**src/rtl/fifo_pkg.sv**
```systemverilog
// Shared definitions for the project FIFO and its read-side controller.
package fifo_pkg;

  // Default data width, shared by the FIFO instance and its reader.
  localparam int unsigned FIFO_WIDTH_DEF = 8;

  // Read-controller states.
  typedef enum logic [1:0] {
    IDLE,
    BURST,
    LAST_WAIT
  } rd_state_t;

endpackage

```
**src/rtl/fifo_burst_reader.sv**
```systemverilog
// Read-side controller: drains a show-ahead FIFO into a valid/ready stream,
// grouping words into fixed-length bursts with m_last on the final beat.
module fifo_burst_reader
  import fifo_pkg::*;
#(
  parameter int unsigned WIDTH     = FIFO_WIDTH_DEF,
  parameter int unsigned BURST_LEN = 4
) (
  input  logic             clk,
  input  logic             rst,
  input  logic             en,
  input  logic [WIDTH-1:0] fifo_data_out,
  input  logic             fifo_empty,
  output logic             fifo_read,
  output logic [WIDTH-1:0] m_data,
  output logic             m_valid,
  input  logic             m_ready,
  output logic             m_last,
  output logic [15:0]      words_read,
  output logic             busy
);

  localparam int unsigned   CW        = (BURST_LEN > 2) ? $clog2(BURST_LEN) : 1;
  localparam logic [CW-1:0] LAST_BEAT = CW'(BURST_LEN - 1);

  rd_state_t     state_q, state_d;
  logic [CW-1:0] beat_q, beat_d;
  logic          slot_free;
  logic          handshake;
  logic          start_ok;
  logic          last_beat;
  logic          pop;

  assign slot_free = !m_valid || m_ready;
  assign handshake = m_valid && m_ready;
  assign fifo_read = pop;
  assign busy      = (state_q != IDLE) || m_valid;

  // State register and beat counter.
  always_ff @(posedge clk) begin
    if (rst) begin
      state_q <= IDLE;
      beat_q  <= '0;
    end else begin
      state_q <= state_d;
      beat_q  <= beat_d;
    end
  end

  // Pop decision, final-beat detection and next-state logic.
  always_comb begin
    state_d   = state_q;
    beat_d    = beat_q;
    start_ok  = 1'b0;
    last_beat = 1'b0;
    pop       = 1'b0;
    case (state_q)
      IDLE: begin
        start_ok  = en;
        last_beat = (BURST_LEN == 1);
      end
      BURST: begin
        start_ok  = 1'b1;
        last_beat = (beat_q == LAST_BEAT);
      end
      default: begin
        start_ok  = 1'b0;
        last_beat = 1'b0;
      end
    endcase
    // Reset gates the pop so the FIFO is never disturbed while rst is high.
    pop = !rst && !fifo_empty && slot_free && start_ok;
    if (pop) begin
      if (last_beat) begin
        state_d = LAST_WAIT;
        beat_d  = '0;
      end else begin
        state_d = BURST;
        beat_d  = beat_q + CW'(1);
      end
    end
    if ((state_q == LAST_WAIT) && handshake && m_last) begin
      state_d = IDLE;
    end
  end

  // Output register: load on pop, drop valid once the held word is taken.
  always_ff @(posedge clk) begin
    if (rst) begin
      m_data  <= '0;
      m_valid <= 1'b0;
      m_last  <= 1'b0;
    end else if (pop) begin
      m_data  <= fifo_data_out;
      m_valid <= 1'b1;
      m_last  <= last_beat;
    end else if (handshake) begin
      m_valid <= 1'b0;
      m_last  <= 1'b0;
    end
  end

  // Completed-handshake counter, wraps naturally at 16 bits.
  always_ff @(posedge clk) begin
    if (rst) begin
      words_read <= '0;
    end else if (handshake) begin
      words_read <= words_read + 16'd1;
    end
  end

endmodule

```
**config.mk**
```make
export PLATFORM = sky130hd
export DESIGN_NAME = fifo_burst_reader
export DESIGN_NICKNAME = d
export VERILOG_FILES = /design/src/rtl/fifo_pkg.sv /design/src/rtl/fifo_burst_reader.sv
export SDC_FILE = /design/constraint.sdc
export NUM_CORES = 1
export LEC_CHECK = 0
export ABC_AREA = 1
export CORE_AREA = 2 2 56 58
export DETAILED_ROUTE_END_ITERATION = 12
export DIE_AREA = 0 0 58 60
export PLACE_DENSITY = 0.81
export SKIP_CTS_REPAIR_TIMING = 1
export SLEW_MARGIN = 20
export SYNTH_ARGS = -nofsm -noshare
export SYNTH_HDL_FRONTEND = slang
export SYNTH_SLANG_ARGS = --single-unit
```
**constraint.sdc**
```tcl
create_clock -name clk -period 1.9 [get_ports clk]
set_input_delay 0.19 -clock clk [delete_from_list [all_inputs] [get_ports clk]]
set_output_delay 0.19 -clock clk [all_outputs]
set_load 0.005 [all_outputs]
```
Word level (Yosys, flattened, before mapping)
Cells that the tools add are included.

word-level totals
  logic and storage cells = 33
  input bits = 13
  output and inout port bits = 28
  bits in registers = 30

cells by class
  reduce and logical (&&, ||, !) cells = 15
  add/subtract/negate cells = 2
  equal/unequal tests = 3
  multiplexer cells = 7

operators with widths
  kind                                            number
  adder 16 x 1 -> 16 bit (second input constant)  1
  logical AND 1 bit                               6
  == test 2 bit (second input constant)           2
  2-to-1 mux 1 bit                                4
  2-to-1 mux 2 bit                                2
  nonzero test 2 bit                              2
  zero test 1 bit                                 3
  adder 2 x 1 -> 2 bit (second input constant)    1
  == test 2 x 1 -> 1 bit (second input constant)  1
  zero test 2 bit                                 1
  logical OR 1 bit                                2
  one-hot mux 1 bit (2 select lines)              1
  OR reduction 2 bit                              1

Longest topological paths before layout
Gate-level depths: netlist of run 1.

  word-level depth = 5
  mapped depth = 8
  mapped depth without buffers = 8

Worst setup path after synthesis of run 1
No wires, ideal clock.

  path kind = register to register
  from = register words_read[1]
  to = register words_read[14]
  arrival = 1.124 ns
  setup time = 0.113 ns
  path slack = 0.664 ns
  required time = 1.787 ns
  clock period less this slack = 1.236 ns
  stages on the path, launching flop included = 9
  buffers on the path = 0
  cell sequence = dfxtp_1 ha_1 nand3_1 nor2_4 nand2_2 nor2_2 nand2_1 nand2_1 nor2_1

between the ends
  word-level cells in the longest chain between the ends = 1

RTL lines
  element                 RTL line                  text
  start, declared         fifo_burst_reader.sv:19   output logic [15:0] words_read,
  start signal, assigned  fifo_burst_reader.sv:108  words_read <= words_read + 16'd1;
  adder 16 x 1 -> 16 bit  fifo_burst_reader.sv:108

Every way passes these cells.
A chain may end at the register's enable or synchronous reset.

Worst setup path after layout of run 1
  from = register m_valid
  to = output fifo_read

between the ends
  word-level cells in the longest chain between the ends = 4

RTL lines
  element                          RTL line                 text
  start, declared                  fifo_burst_reader.sv:16  output logic m_valid,
  start signal, assigned           fifo_burst_reader.sv:91  m_valid <= 1'b0;
  start signal, assigned           fifo_burst_reader.sv:95  m_valid <= 1'b1;
  start signal, assigned           fifo_burst_reader.sv:98  m_valid <= 1'b0;
  zero test 1 bit                  fifo_burst_reader.sv:34  assign slot_free = !m_valid || m_ready;
  logical OR 1 bit                 fifo_burst_reader.sv:34
  logical AND 1 bit (2 in series)  fifo_burst_reader.sv:72  pop = !rst && !fifo_empty && slot_free && start_ok;
  end, declared                    fifo_burst_reader.sv:14  output logic fifo_read,

Every way passes these cells.

==> impl_summary.txt, run 1 <==
----------------------------------------------------
[Run status]
  Result of the run ... finished, final reports clean

[GRT]
  Global routing met2 resource utilization ... 30.4%
  Busiest layer in global routing ... met2
  Grt total ovfl ... 0
  Global-route wire length before repair ... 4.87 mm
  Met3 Track Usage GR ... 4.55%
  All-layer global routing usage ... 18.4%
  Number of antenna violations at the first check in global routing ... 0
  Vias in the first global route ... 1,139
  Global-route met1 utilization ... 22.4%
  Largest net degree at the start of global routing ... 19

[Clock tree]
  Clock sink count ... 30
  TritonCTS clock tree ... done
  Clock edge transition at the registers on the reported setup and hold paths ... 0.10 ns
  Insertion delay of the later-clocked pin in the worst-skew pair ... 0.34 ns
  Cell at the root of the clock tree ... clkbuf_4
  Number of buffers created by CTS ... 5
  Count of H-tree levels built during CTS ... 2
  Max Buffers Root-to-Sink ... 2

[Yosys]
  Fraction of the yosys area taken by sequential cells ... 44.4%
  Number of warnings printed during yosys synthesis ... 0
  Net count after synthesis ... 203
  Total standard cell area after synthesis ... 1350 um2
  Post-Syn Area per Cell ... 7.20 um2
  Post-synthesis cell type count ... 22
  Fraction of the mapped netlist area in simple logic gates ... 33.2%
  Post-synthesis mux area share ... 0%
  Fraction of synthesized cell area in xor and xnor cells ... 0%
  Compound-gate portion of the synthesized area ... 13.2%
  Total of flip-flops plus latches after synthesis ... 30
  Cell count after synthesis ... 188
  Combinational family with the most area after synthesis ... simple AND/OR/NAND/NOR gates
  Fraction of the mapped netlist area in adder cells ... 1.85%

[STA]
  Post-route setup slack ... 0.156 ns
  Clock Skews ... 0.00899 ns
  Number of setup violations in the final report ... 0
  Unrepaired setup endpoints after global routing ... no
  Final hold violations ... 0
  Slew at the pin with the worst max-slew slack ... 0.262 ns
  Final Slew Violations ... 0
  Max Fclk ... 0.574 GHz
  Total Negative Setup Slacks ... 0 ns
  Hold_ws ... 0.461 ns
  Worst slew slack as a fraction of its limit ... 82.4%
  Tmin final ... 1.74 ns
  Final cycle utilization of the critical path ... 91.8%

[Cells and area]
  Area of the multi-input gates ... 653 um2
  Area occupied by registers ... 601 um2
  Final instance area ... 1870 um2
  Final net count ... 250
  Synthesis-to-layout area growth ... 38.2%
  Share of cells above drive strength 1 ... 11.0%
  Leading cell types in the layout, fill and taps excluded ... 45 x nor2_1, 40 x clkdlybuf4s50_1, 30 x dfxtp_1
  Number of non-filler instances in the completed layout ... 269
  ANT cells ... 0
  Most common cell after layout, fill and taps aside ... nor2_1
  Core Util, Final ... 64.4%
  Fill cell count ... 277

[Setup path]
  Startpoint of the worst-slack reg-to-reg timing path ... words_read[1]$_SDFFE_PP0P_
  Cell mode on critical path ... nor2_1
  CP Data Arrival Time ... 1.55 ns
  Delay contributed by the slowest stage of the critical path ... 0.48 ns
  Reg2Reg Setup Slack ... 0.50 ns
  Standard cell with the maximum stage delay on the critical path ... clkdlybuf4s50_1
  Worst r2r dst ... words_read[14]$_SDFFE_PP0P_
  Cells traversed along the worst timing path ... inv_1 > nor2_1 > nor2_1 > nand2_2 > inv_2 > clkdlybuf4s50_1
  Cell depth of the worst flop-to-flop path ... 8
  Endpoint type of the worst setup path ... primary output
  Worst-path fanout max ... 3
  Classification of the worst setup path ... reg -> out
  Capturing instance or port of the critical path ... fifo_read
  Critical path origin ... m_valid$_SDFFE_PP0P_
  Required time of the worst setup path ... 1.71 ns
  Setup crit start kind ... register

[Route]
  DRC viols ... 0
  ANT nets after route ... 0
  Detailed Route WL ... 2.97 mm
  Drt initial violations ... 58
  Average wire per standard cell ... 11.1 um
  Total iterations of the first detailed-routing run ... 4
  Vias ... 1,309
  Vias per cell ... 4.87

[Placement]
  Placed wire-length estimate after detailed placement ... 2.04 mm
  # port buffers ... 40
  Total instance count after detailed placement ... 261
  Routability cong. ... 0.775
  Setup WS pre-CTS ... 0.188 ns
  Post-place instance area ... 1790 um2

[Die]
  Core Region ... 2900 um2
  Die width ... 58 um
  Starting density of the core ... 46.6%
  Full die area ... 3480 um2
  I/O pin cnt ... 41
  Vertical die dimension ... 60 um
  Site row count ... 20

[Job]
  Count of maximum capacitance violations ... 0

[Power and ir drop]
  Cell area power density ... 683 nW/um2
  Static Leak ... 0.706 nW
  Total Power ... 1.28 mW
  IR drop worst, VDD ... 0.565 mV

[Worst hold path]
  Kind of path behind the tightest hold check ... in -> reg

----------------------------------------------------
==> report_power, final <==
group          internal (mW)  switching (mW)  total [mW]
Sequential             0.645          0.0101       0.655
Clock                  0.272           0.230       0.502
Combinational         0.0699          0.0508       0.121
==> synth_stat cells, drive strengths merged <==
library cell	number	area [um2]
nor2	51	221
nand2	34	145
dfxtp	30	601
o21ai	21	105
inv	18	67.6
a21oi	11	55.1
nand3	11	55.1
buf	4	32.5
ha	2	25.0
nor3	2	15.0
o21bai	2	18.8
and2	1	6.26
nand4	1	6.26
==> worst max-delay path: cells and delay by family (launching register included) <==
kind / cells / cell delay, ns
buffers and inverters: 3 / 0.61
DFF: 1 / 0.36
and+or+nand+nor: 3 / 0.23
==> cell type report <==
type	instances	share of cell area [%]
Clock buffer	5	2.01
Timing Repair Buffer	44	23.0
Clock inverter	3	2.14
Multi-Input combinational cell	136	34.9
Inverter	18	3.61
Sequential cell	30	32.1
Tap cell	33	2.21
==> kinds of logic after synthesis <==
kind of cell | after synthesis
compound gates | 34
fa+ha+maj | 2
buf+inv | 22
flops | 30
simple gates | 100
==> flip-flops by register name (all words and copies together), names as in the netlist <==
register	flops
m_valid	1
words_read	16
state_q	2
beat_q	2
m_data	8
m_last	1
==> metal layers <==
layer  vias to the layer above  share of wire, %
met3                         5               6.6
met5                         -                 0
li1                        690                 -
met4                         0               1.7
met1                       579                48
met2                        35                44
==> worst min-delay path by stage <==
| stage | startpoint | to | slack, ns | depth (start not counted) |
|---|---|---|---|---|
| CTS | fifo_data_out[1] | m_data[1]$_SDFFE_PP0P_ | 0.45 | 3 |
| floorplan | rst | beat_q[0]$_SDFFE_PP0P_ | 0.26 | 1 |
| global route | fifo_data_out[1] | m_data[1]$_SDFFE_PP0P_ | 0.48 | 3 |
| finish | fifo_data_out[1] | m_data[1]$_SDFFE_PP0P_ | 0.46 | 3 |
| detailed placement | m_data[4]$_SDFFE_PP0P_ | m_data[4]$_SDFFE_PP0P_ | 0.47 | 2 |
| global placement | m_data[5]$_SDFFE_PP0P_ | m_data[5]$_SDFFE_PP0P_ | 0.46 | 2 |
(Power assumes the default switching activity.)
==> inputs of run 2 (changes only) <==
--- a/config.mk
+++ b/config.mk
@@ -6,12 +6,12 @@
 export NUM_CORES = 1
 export LEC_CHECK = 0
 export ABC_AREA = 1
-export CORE_AREA = 2 2 56 58
+export CORE_AREA = 2 2 58 60
 export DETAILED_ROUTE_END_ITERATION = 12
-export DIE_AREA = 0 0 58 60
-export PLACE_DENSITY = 0.81
+export DIE_AREA = 0 0 60 62
+export DONT_BUFFER_PORTS = 1
 export SKIP_CTS_REPAIR_TIMING = 1
-export SLEW_MARGIN = 20
+export SLEW_MARGIN = 40
 export SYNTH_ARGS = -nofsm -noshare
 export SYNTH_HDL_FRONTEND = slang
 export SYNTH_SLANG_ARGS = --single-unit
==> run 2 against run 1 <==
Against the previous run:
- routed wire length shrank 1.4%
- power shrank 13%
- core utilization shrank 19 points
- largest cell class unchanged
- non-clock buffer count shrank 42
- worst hold slack lost 0.44 ns
- final cell count shrank 11%
- maximum frequency grew 14%
- worst setup slack gained 0.22 ns
- final area shrank 22%
==> impl_summary.txt, run 2 (synthesis gave the netlist of run 1 again) <==
----------------------------------------------------
[Route]
  Total iterations of the first detailed-routing run ... 4 (unchanged)
  Total met3 wirelength after detailed routing ... 222 um (+13%)
  Drt initial violations ... 48 (-17%)
  Topmost layer with routed signal wires ... met4
  DRC viols ... 0 (unchanged)
  Average wire per standard cell ... 12.2 um (+11%)
  Vias ... 1,176 (-10%)
  Met2 WL ... 1.48 mm (+13%)
  Vias per cell ... 4.90 (+0.70%)
  Post-route met1 wirelength ... 1.20 mm (-16%)
  Detailed Route WL ... 2.93 mm (-1.4%)
  ANT nets after route ... 0 (unchanged)

[Die]
  Die width ... 60 um (+3.4%)
  Site row count ... 21 (+5.0%)
  Core Region ... 3180 um2 (+9.5%)
  Starting density of the core ... 42.6% (-4.1 points)
  Vertical die dimension ... 62 um (+3.3%)
  I/O pin cnt ... 41 (unchanged)
  Full die area ... 3720 um2 (+6.9%)

[Clock tree]
  Max Buffers Root-to-Sink ... 2 (unchanged)
  Number of buffers created by CTS ... 5 (unchanged)
  TritonCTS clock tree ... done
  Clock sink count ... 30 (unchanged)
  Count of H-tree levels built during CTS ... 2 (unchanged)
  Clock edge transition at the registers on the reported setup and hold paths ... 0.09 ns (about the same)
  Insertion delay of the later-clocked pin in the worst-skew pair ... 0.33 ns (about the same)
  Cell at the root of the clock tree ... clkbuf_4

[GRT]
  Number of antenna violations at the first check in global routing ... 0 (unchanged)
  Vias in the first global route ... 1,048 (-8.0%)
  All-layer global routing usage ... 16.8% (-1.6 points)
  Largest net degree at the start of global routing ... 21 (+2)
  Grt total ovfl ... 0 (unchanged)
  Global-route wire length before repair ... 4.57 mm (-6.2%)

[Cells and area]
  Leading cell types in the layout, fill and taps excluded ... 45 x nor2_1, 30 x dfxtp_1, 29 x nand2_1
  ANT cells ... 0 (unchanged)
  Flip-flop count of the largest register after layout ... 16 (unchanged)
  Most common cell after layout, fill and taps aside ... nor2_1
  Most flops, register ... words_read
  Top Registers ... words_read (16), m_data (8)
  Synthesis-to-layout area growth ... 7.58%
  Share of cells above drive strength 1 ... 11.3% (+0.32 points)
  Core Util, Final ... 45.8% (-19 points)
  Fill cell count ... 338 (+22%)
  Final instance area ... 1460 um2 (-22%)
  Final net count ... 208 (-17%)

[Setup path]
  Endpoint type of the worst setup path ... primary output
  Setup crit start kind ... register
  Required time of the worst setup path ... 1.71 ns (about the same)
  Standard cell with the maximum stage delay on the critical path ... dfxtp_1
  Delay contributed by the slowest stage of the critical path ... 0.42 ns (-0.06 ns)
  Classification of the worst setup path ... reg -> out
  CP Data Arrival Time ... 1.34 ns (-0.21 ns)
  Cell mode on critical path ... nor2_1
  Worst-path fanout max ... 14 (+11)
  Cells traversed along the worst timing path ... inv_1 > nor2_1 > nor2_1 > nand2_2 > inv_2

[Power and ir drop]
  Clk pwr share ... 35.7% (-3.6 points)
  IR drop worst, VDD ... 0.388 mV (-31%)
  Switching share of power ... 24.3% (+1.5 points)
  Net Sw Power ... 271 uW (-6.9%)
  Cell area power density ... 767 nW/um2 (+12%)
  Static Leak ... 0.543 nW (-23%)
  Part of the power in combinational logic ... 5.4% (-4.0 points)
  Cell-internal power ... 846 uW (-14%)
  Reg power frac ... 58.9% (+7.7 points)

[STA]
  Hold_ws ... 0.0258 ns (-0.435 ns)
  Unrepaired setup endpoints after global routing ... no
  Slew at the pin with the worst max-slew slack ... 0.507 ns (+0.245 ns)
  Final cycle utilization of the critical path ... 80.4% (-11 points)
  Total Negative Setup Slacks ... 0 ns (unchanged)
  Max Fclk ... 0.655 GHz (+14%)
  Worst slew slack as a fraction of its limit ... 66.2% (-16 points)
  Final hold violations ... 0 (unchanged)
  Final Slew Violations ... 0 (unchanged)
  Tmin final ... 1.53 ns (-0.216 ns)
  Number of setup violations in the final report ... 0 (unchanged)
  Clock Skews ... 0.00672 ns (-0.00226 ns)

[Run status]
  Result of the run ... finished, final reports clean

[Placement]
  # port buffers ... 0 (-100%)
  Post-place instance area ... 1390 um2 (-23%)
  Routability cong. ... 0.782 (+0.86%)
  Placed wire-length estimate after detailed placement ... 2.09 mm (+2.2%)

[Worst hold path]
  Kind of path behind the tightest hold check ... in -> reg

[Job]
  Count of maximum capacitance violations ... 0 (unchanged)

----------------------------------------------------
==> run 2: cell count changes in the layout (fill, tap and decap cells not counted) <==
cell	previous run	this run
bufinv_16	1	0
clkinv_2	2	1
buf_4	4	1
dlygate4sd3_1	0	1
clkbuf_8	0	1
clkdlybuf4s50_1	40	0
clkbuf_1	0	1
==> run 2: critical path, delay by kind of cell (launching register included) <==
| kind | cells | cell delay [ns] |
|---|---|---|
| buffers and inverters | 2 | 0.23 |
| and+or+nand+nor | 3 | 0.36 |
| DFF | 1 | 0.42 |
==> run 2: cell type report <==
class,instances,area (um2),share of cell area [%]
clock buffer,7,55.1,3.78
multi-input combinational,136,653,44.8
timing repair buffer,2,17.5,1.20
clock inverter,1,5.00,0.344
tap,46,57.6,3.95
sequential,30,601,41.2
inverter,18,67.6,4.64
==> run 2: stage by stage <==
step	total power [mW]	setup slack, ns	std cells
4_1_cts	1.12	0.364	239
6_report	1.12	0.372	240
2_1_floorplan	0.722	0.664	188
3_3_place_gp	0.728	0.567	231
5_1_grt	1.18	0.222	240
3_5_place_dp	0.731	0.534	231
==> run 2: path summary, 6_finish.rpt <==
| kind | slack (ns) | start | endpoint | depth (start not counted) |
|---|---|---|---|---|
| worst max-delay path | 0.37 | m_valid$_SDFFE_PP0P_ | fifo_read | 5 |
| worst min-delay path | 0.03 | fifo_data_out[7] | m_data[7]$_SDFFE_PP0P_ | 2 |
| worst max register to register | 0.52 | words_read[1]$_SDFFE_PP0P_ | words_read[14]$_SDFFE_PP0P_ | 8 |
| worst min register to register | 0.50 | beat_q[0]$_SDFFE_PP0P_ | beat_q[0]$_SDFFE_PP0P_ | 2 |
==> run 2: per-layer routing <==
metal | up-vias | global-route usage, %
li1 | 611 | -
met1 | 525 | 18.5
met2 | 36 | 28.6
met3 | 4 | 6.21
met4 | 0 | 8.57
met5 | - | 0
==> run 2: power groups by stage <==
stage / clock (mW) / sequential (mW) / combinational [mW]
floorplan: 0 / 0.670 / 0.0523
global placement: 0 / 0.673 / 0.0557
detailed placement: 0 / 0.673 / 0.0579
CTS: 0.406 / 0.659 / 0.0582
global route: 0.451 / 0.661 / 0.0687
finish: 0.398 / 0.658 / 0.0600
